### src/rtl/kmul_pkg.sv
// Shared types and constants for the sequential 16x16 Karatsuba multiplier.
// Holds the FSM state enum, step width, operand widths and per-step operand/shift selection.
package kmul_pkg;

    localparam int unsigned HALF_W = 8;
    localparam int unsigned OPW    = 16;
    localparam int unsigned PRODW  = 32;
    localparam int unsigned STEPW  = 2;
    localparam int unsigned NSTEPS = 4;

    typedef enum logic [1:0] {
        IDLE,
        MUL,
        DONE
    } state_t;

    typedef logic [STEPW-1:0] step_t;

    function automatic logic [4:0] step_shift(input step_t s);
        case (s)
            2'd0:       return 5'd0;
            2'd1, 2'd2: return 5'd8;
            default:    return 5'd16;
        endcase
    endfunction

    // Step bit 0 picks the upper x half, step bit 1 the upper y half.
    function automatic logic [HALF_W-1:0] x_half(input step_t s, input logic [OPW-1:0] v);
        return s[0] ? v[OPW-1:HALF_W] : v[HALF_W-1:0];
    endfunction

    function automatic logic [HALF_W-1:0] y_half(input step_t s, input logic [OPW-1:0] v);
        return s[1] ? v[OPW-1:HALF_W] : v[HALF_W-1:0];
    endfunction

endpackage

### src/rtl/karatsuba_mult_8.sv
// Combinational 8x8 unsigned Karatsuba multiplier built from three 4-bit-half products.
module karatsuba_mult_8 (
    input  logic [7:0]  a,
    input  logic [7:0]  b,
    output logic [15:0] p
);

    logic [3:0] ah, al, bh, bl;
    logic [4:0] as, bs;
    logic [7:0] z0, z2;
    logic [9:0] zm, z1;

    always_comb begin
        ah = a[7:4];
        al = a[3:0];
        bh = b[7:4];
        bl = b[3:0];
        as = {1'b0, ah} + {1'b0, al};
        bs = {1'b0, bh} + {1'b0, bl};
        z0 = {4'b0, al} * {4'b0, bl};
        z2 = {4'b0, ah} * {4'b0, bh};
        zm = {5'b0, as} * {5'b0, bs};
        // Cross term ah*bl + al*bh recovered from the sum product.
        z1 = zm - {2'b0, z0} - {2'b0, z2};
        p  = {z2, z0} + {2'b0, z1, 4'b0};
    end

endmodule

### src/rtl/karatsuba_mult_16_seq.sv
// Sequential 16x16 unsigned multiplier sharing one karatsuba_mult_8 across four partial-product steps.
// Optional KMUL_SEQ_PERF_CNT_EN adds perf_ops/perf_cycles counters.
module karatsuba_mult_16_seq
    import kmul_pkg::*;
#(
    parameter int unsigned SKIP_ZERO = 0
) (
    input  logic             clk,
    input  logic             rst,
    input  logic             in_valid,
    output logic             in_ready,
    input  logic [OPW-1:0]   x,
    input  logic [OPW-1:0]   y,
    output logic             out_valid,
    input  logic             out_ready,
    output logic [PRODW-1:0] out,
    output logic             busy
`ifdef KMUL_SEQ_PERF_CNT_EN
   ,output logic [PRODW-1:0] perf_ops,
    output logic [PRODW-1:0] perf_cycles
`endif
);

    state_t            state_q, state_d;
    step_t             step_q, step_d;
    logic [OPW-1:0]    xr_q, xr_d, yr_q, yr_d;
    logic [PRODW-1:0]  acc_q, acc_d, out_q, out_d;
    logic [HALF_W-1:0] mul_a, mul_b;
    logic [2*HALF_W-1:0] mul_p;
    logic [PRODW-1:0]  acc_sum;
    logic              has_next;
    step_t             next_step, cand;

    karatsuba_mult_8 u_mul (
        .a (mul_a),
        .b (mul_b),
        .p (mul_p)
    );

    always_comb begin
        mul_a   = x_half(step_q, xr_q);
        mul_b   = y_half(step_q, yr_q);
        acc_sum = acc_q + (PRODW'(mul_p) << step_shift(step_q));
    end

    // First later step to execute; with SKIP_ZERO, steps with a zero operand half are passed over.
    always_comb begin
        has_next  = 1'b0;
        next_step = step_q;
        cand      = step_q;
        for (int unsigned i = 1; i < NSTEPS; i++) begin
            cand = step_t'(i);
            if (!has_next && cand > step_q &&
                (SKIP_ZERO == 0 ||
                 (x_half(cand, xr_q) != '0 && y_half(cand, yr_q) != '0))) begin
                has_next  = 1'b1;
                next_step = cand;
            end
        end
    end

    always_comb begin
        state_d = state_q;
        step_d  = step_q;
        xr_d    = xr_q;
        yr_d    = yr_q;
        acc_d   = acc_q;
        out_d   = out_q;
        case (state_q)
            IDLE: begin
                if (in_valid) begin
                    xr_d    = x;
                    yr_d    = y;
                    acc_d   = '0;
                    step_d  = '0;
                    state_d = MUL;
                end
            end
            MUL: begin
                acc_d = acc_sum;
                if (has_next) begin
                    step_d = next_step;
                end else begin
                    out_d   = acc_sum;
                    state_d = DONE;
                end
            end
            DONE: begin
                if (out_ready) state_d = IDLE;
            end
            default: state_d = IDLE;
        endcase
    end

    always_comb begin
        in_ready  = (state_q == IDLE);
        out_valid = (state_q == DONE);
        busy      = (state_q != IDLE);
        out       = out_q;
    end

    always_ff @(posedge clk) begin
        if (rst) begin
            state_q <= IDLE;
            step_q  <= '0;
            xr_q    <= '0;
            yr_q    <= '0;
            acc_q   <= '0;
            out_q   <= '0;
        end else begin
            state_q <= state_d;
            step_q  <= step_d;
            xr_q    <= xr_d;
            yr_q    <= yr_d;
            acc_q   <= acc_d;
            out_q   <= out_d;
        end
    end

`ifdef KMUL_SEQ_PERF_CNT_EN
    logic [PRODW-1:0] ops_q, ops_d, cyc_q, cyc_d;

    always_comb begin
        ops_d = ops_q;
        cyc_d = cyc_q;
        if (out_valid && out_ready) ops_d = ops_q + 1'b1;
        if (busy)                   cyc_d = cyc_q + 1'b1;
        perf_ops    = ops_q;
        perf_cycles = cyc_q;
    end

    always_ff @(posedge clk) begin
        if (rst) begin
            ops_q <= '0;
            cyc_q <= '0;
        end else begin
            ops_q <= ops_d;
            cyc_q <= cyc_d;
        end
    end
`endif

endmodule

### config.mk
export PLATFORM = sky130hd
export DESIGN_NAME = karatsuba_mult_16_seq
export DESIGN_NICKNAME = d
export VERILOG_FILES = /design/src/rtl/kmul_pkg.sv /design/src/rtl/karatsuba_mult_8.sv /design/src/rtl/karatsuba_mult_16_seq.sv
export SDC_FILE = /design/constraint.sdc
export NUM_CORES = 1
export LEC_CHECK = 0
export ABC_AREA = 1
export CORE_ASPECT_RATIO = 0.75
export CORE_MARGIN = 2
export CORE_UTILIZATION = 44
export CTS_CLUSTER_SIZE = 20
export DETAILED_ROUTE_END_ITERATION = 10
export HOLD_SLACK_MARGIN = 0.15
export SLEW_MARGIN = 20
export SYNTH_ARGS = -nofsm -noshare
export SYNTH_HDL_FRONTEND = slang
export SYNTH_SLANG_ARGS = --single-unit
### constraint.sdc
create_clock -name clk -period 14 [get_ports clk]
set_input_delay 2.8 -clock clk [delete_from_list [all_inputs] [get_ports clk]]
set_output_delay 2.8 -clock clk [all_outputs]
set_load 0.02 [all_outputs]
; Yosys cells after proc, flatten, opt, wreduce, memory -nomap -nowiden
; Index checks and enable logic that the tools add are counted.
[classes]
addsub = 6
mul = 3
div_mod_pow = 0
n_lt_le_gt_ge = 3
n_eq_ne = 9
shifts = 1
mux = 18
n_bitwise = 1
reduce_logical = 14
[op_table]
columns = cell, count
row1 = 32-bit case mux with 2 select lines, 1
row2 = 32-bit adder, 1
row3 = 32-bit 2-to-1 mux, 1
row4 = 16-bit by 5-bit << shifter with 32-bit output, 1
row5 = 10-bit by 8-bit subtractor with 10-bit output, 2
row6 = 16-bit by 14-bit adder with 16-bit output, 1
row7 = 4-bit by 4-bit multiplier with 8-bit output, 2
row8 = 2-bit 2-to-1 mux, 8
row9 = 8-bit 2-to-1 mux, 2
row10 = 4-bit by 4-bit adder with 5-bit output, 2
row11 = 5-bit by 5-bit multiplier with 10-bit output, 1
row12 = 5-bit case mux with 2 select lines, 1
row13 = "2-bit != test, second input constant", 3
row14 = 2-bit case mux with 3 select lines, 1
row15 = 2-bit AND reduction, 3
row16 = "2-bit by 1-bit == test with 1-bit output, second input constant", 2
row17 = "2-bit == test, second input constant", 2
row18 = "2-bit > comparator, first input constant", 2
row19 = 2-bit zero test, 2
row20 = "4-bit != test, second input constant", 1
row21 = 2-bit case mux with 2 select lines, 1
row22 = 4-bit AND reduction, 1
row23 = 2-bit nonzero test, 2
row24 = 1-bit 2-to-1 mux, 3
row25 = 7 further kinds, 9
[word_totals]
regBits = 100
latchBits = 0
ramBits = 0
rom_bits = 0
input_bits = 36
output_inout_bits = 35
mem_count = 0

; Logic depth before layout (Yosys ltp)
[logic_depth]
word_depth = 10
mapped_depth = 53
depth_no_buf = 53

; By module
; From an unflattened synthesis, not the netlist that was laid out.
[hier_totals]
hier_cells = 1555
area_unflattened_um2 = 9776.9
[modules_own_cells]
columns = mod, instances, cells_per_inst, area_each_um2, seq_area_each_um2
row1 = karatsuba_mult_16_seq, 1, 1131, 6762.7, 2001.9
row2 = karatsuba_mult_8, 1, 424, 3014.1, 0.0

; Least setup slack after synthesis
; OpenSTA, ideal clock, no wires.
[synth_timing]
path_kind = register to register
start = reg step_q[0]
end = reg acc_q[28]
setup_time_ns = 0.071
arrival_time_ns = 8.875
t_required_ns = 13.929
setup_slack_ns = 5.054
path_stages_with_launch = 51
period_less_slack_ns = 8.946
cell_sequence = dfxtp_1 > inv_1 > or2_2 > o21ai_0 > inv_1 > nand2_1 > fa_1 > inv_1 > fa_1 > inv_1 > fa_1 > xnor2_1 > fa_1 > fa_1 > inv_1 > fa_1 > inv_1 > fa_1 > [15 not listed] > nand3_1 > nand3_2 > nand2_1 > nor2_1 > ha_1 > nand2_1 > nor2_1 > inv_1 > o21ai_0 > nand2_1 > nand3_1 > nand2_1 > nand2_1 > nand2_1 > nand2_1 > xor2_1 > nand2_1 > a21oi_1
[synth_between]
elab_chain_cells = 9
word_cells_on_any_way = 16
[synth_lines]
columns = item, line_no
row1 = from (decl), karatsuba_mult_16_seq.sv:25  ; step_t step_q, step_d;
row2 = from (signal assigned), karatsuba_mult_16_seq.sv:112  ; step_q <= step_d;
row3 = 8-bit 2-to-1 mux, kmul_pkg.sv:29  ; return s[0] ? v[OPW-1:HALF_W] : v[HALF_W-1:0];
row4 = 4-bit by 4-bit adder with 5-bit output, karatsuba_mult_8.sv:18  ; as = {1'b0, ah} + {1'b0, al};
row5 = 5-bit by 5-bit multiplier with 10-bit output, karatsuba_mult_8.sv:22  ; zm = {5'b0, as} * {5'b0, bs};
row6 = 10-bit by 8-bit subtractor with 10-bit output (2 in series), karatsuba_mult_8.sv:24  ; z1 = zm - {2'b0, z0} - {2'b0, z2};
row7 = 16-bit by 14-bit adder with 16-bit output, karatsuba_mult_8.sv:25  ; p = {z2, z0} + {2'b0, z1, 4'b0};
row8 = 16-bit by 5-bit << shifter with 32-bit output *, karatsuba_mult_16_seq.sv:43  ; acc_sum = acc_q + (PRODW'(mul_p) << step_shift(step_q));
row9 = 32-bit adder *, karatsuba_mult_16_seq.sv:43
row10 = 32-bit case mux with 2 select lines *, karatsuba_mult_16_seq.sv:69  ; case (state_q)
row11 = to (signal assigned), karatsuba_mult_16_seq.sv:108  ; acc_q <= '0;
row12 = to (signal assigned), karatsuba_mult_16_seq.sv:115  ; acc_q <= acc_d;
row13 = to (decl), karatsuba_mult_16_seq.sv:27  ; logic [PRODW-1:0] acc_q, acc_d, out_q, out_d;
; Every way passes the cells marked *; elsewhere a longest branch is shown, timed or not.
; A chain may end at the register's enable or synchronous reset.

; Final worst setup path
; Ends and elaborated chain as after synthesis.

==> flow_summary.json <==
{
  "via_per_inst": 5.098,
  "drt_iter0_markers": 610,
  "fmax_ghz": 0.09850,
  "area_growth_pct": 14.13,
  "track_usage_pct": 23.29,
  "cts_buffers": 9,
  "drc": 0,
  "hold_path_depth": 2,
  "grt_pass1_vias": 7433,
  "r2r-end": "acc_q[28]",
  "worstRegToRegCells": 49,
  "synth_nets": 1382,
  "cts_setup_buffers": 0,
  "hold_viol": 0,
  "synth_top_area_share_pct": 23.28,
  "syn_area_per_cell_sq_um": 7.088,
  "async_flop_share_pct": 0,
  "hpwl_microns": 18320,
  "hold_buffers": 0,
  "max_stage_delay_ns": 0.56,
  "worst_slew_pin_slew_ns": 1.002,
  "grt_max_degree": 49,
  "grt_overflow": 0,
  "synth_edf_count": 0,
  "numClockSinks": 100,
  "fin_nets": 1433,
  "fp.dieW_microns": 165.4,
  "synth_area_sq_um": 8598,
  "cts-resized-gates": 0,
  "drt_pass1_iterations": 5,
  "grt_pass1_wl_microns": 38030,
  "synth_top_area_cell": "dfxtp_1",
  "final_util_pct": 50.93,
  "ctsHtreeMaxLevel": 3,
  "rsz0062_at_grt": "no",
  "port_buffers": 70,
  "core.rowCount": 44,
  "slew_headroom_pct": 33.15,
  "r2r_slack_ns": 3.85,
  "fillers": 1955,
  "dieArea_sq_um": 20690,
  "cts_tree": "built",
  "min_period_ns": 10.15,
  "synthFlopType": "dfxtp_1",
  "cts_root_buf": "clkbuf_16",
  "cts_max_path_buffers": 2,
  "startpoint_type": "flip-flop",
  "gp_congestion": 0.9032,
  "fin_tns_setup_ns": 0,
  "drt_wl_total_microns": 22900,
  "start_util_pct": 44.62,
  "status": "finished clean",
  "syn_inst": 1213,
  "reg2reg_from": "step_q[0]",
  "vias": 7759,
  "core_sq_um": 19270,
  "die_h_microns": 125.1,
  "drive_gt1_share_pct": 6.541,
  "cp.required_ns": 14.30,
  "clk_latency_ns": 0.36,
  "antenna_found_initial": 0,
  "finalMaxSlewViolations": 0,
  "yosysMostFrequentCell": "nand2_1",
  "ys_seq_elements": 100,
  "endpoint_kind": "flip-flop",
  "setup_viol": 0,
  "hp-class": "flip-flop to flip-flop",
  "insertedDiodeCount": 0,
  "cpMostUsedCell": "nand2_1",
  "critPathMaxFanout": 11,
  "synth-seq-area-share_pct": 23.28,
  "final_antenna_net_count": 0,
  "critPathArrivalTime_ns": 10.45,
  "drv_cap": 0,
  "crit_path_top_delay_cell": "fa_1",
  "ioPinCount": 71,
  "crit_type": "flip-flop to flip-flop",
  "final.period_utilization_pct": 72.52,
  "wl_per_cell_microns": 15.05,
  "yosys.cell_types.count": 46,
  "min_from": "out[16]",
  "synth-warning-count": 0,
  "skew_ns": 0.01383,
  "clk_pin_slew_ns": 0.08,
  "yosys-top-cells-count": "nand2_1, nor2_1, inv_1",
  "yosys-top-cells-area": "dfxtp_1, ha_1, nand2_1",
  "whs_endpoint": "out[16]"
}
## layout make-up
class | count | area (sq um) | share of cell area [%]
clock inverter | 7 | 67.56 | 0.6885
inverter | 168 | 630.6 | 6.426
tap | 253 | 316.6 | 3.226
clock buffer | 9 | 225.2 | 2.295
sequential | 100 | 2002 | 20.40
multi-input combinational | 910 | 5838 | 59.49
timing repair buffer | 75 | 733.2 | 7.472
## critical path, delay by kind of cell, from the launching register on
| family | cells | cell delay, ns |
|---|---|---|
| compound gates | 10 | 1.70 |
| flops | 1 | 0.40 |
| fa+ha+maj | 10 | 4.73 |
| buf+inv | 9 | 0.88 |
| simple gates | 17 | 1.77 |
| xor+xnor | 3 | 0.62 |
## worst max-delay path by stage
stage | start | to | slack [ns] | depth (start not counted)
2_1_floorplan | step_q[0] | acc_q[28] | 5.05 | 50
3_3_place_gp | step_q[1] | acc_q[28] | 4.13 | 49
3_5_place_dp | step_q[1] | acc_q[28] | 3.95 | 49
4_1_cts | step_q[1] | acc_q[28] | 3.91 | 49
5_1_grt | step_q[0] | acc_q[28] | 2.92 | 50
6_report | step_q[0] | acc_q[28] | 3.85 | 49
## cells in the final DEF, fill, tap and decap left out, types with 2 or more instances in the layout
cell type          n
nand3_1           27
o21bai_1          24
a21oi_1           99
clkdlybuf4s50_1   69
a21oi_2            5
nand4_1            5
xor2_1            31
nor2_1           163
inv_2              3
nand3_2            8
buf_4              5
inv_1            164
clkinv_4           2
xor2_2             2
mux2i_1            2
dfxtp_1          100
o22ai_1            3
o21ai_0           90
nand2_1          222
ha_1             100
nor2_2             4
nand2_2            8
nor3_1             3
nand3b_1           2
a211oi_1           3
or2_2             20
xnor2_1           18
o21a_1             6
inv_6              2
o21ai_1            6
a21o_1             7
clkbuf_16          9
fa_1              33
a31oi_1            2
nor2_4             2
o21ai_2            4
## state kept, by name, indices dropped and copies added, names as in the netlist
| register | flops |
|---|---|
| acc_q | 32 |
| out | 32 |
| xr_q | 16 |
| yr_q | 16 |
| state_q | 2 |
| step_q | 2 |
## per-layer routing
layer | up-vias | track usage, % | share of wire, %
li1 | 4004 | - | -
met1 | 3506 | 37.57 | 55
met2 | 223 | 32.25 | 38
met3 | 26 | 3.849 | 5.6
met4 | 0 | 4.260 | 1.2
met5 | - | 0 | 0
## stage by stage
step / hold WS [ns] / cell area (sq um) / cells / worst slack (ns)
floorplan: 0.4443 / 8598 / 1213 / 5.054
global placement: 0.4500 / 9520 / 1506 / 4.135
detailed placement: 0.4590 / 9520 / 1506 / 3.946
CTS: 0.4686 / 9813 / 1522 / 3.907
global route: 0.4901 / 9813 / 1522 / 2.917
finish: 0.4647 / 9813 / 1522 / 3.848
## kinds of logic (layout without fill, tap and decap cells)
family / after synthesis / in the layout / share of synthesized area, %
muxes: 2 / 2 / 0.2328
adders and majority gates: 133 / 133 / 22.24
AOI/OAI and AO/OA: 257 / 257 / 17.17
and+or+nand+nor: 467 / 467 / 22.77
xor gates and xnor gates: 51 / 51 / 5.370
DFF: 100 / 100 / 23.28
buffers and inverters: 203 / 259 / 8.935
Power is left out: the tool's default activity adds up to more than one toggle a clock period on the data nets, which glitch-free logic cannot reach.
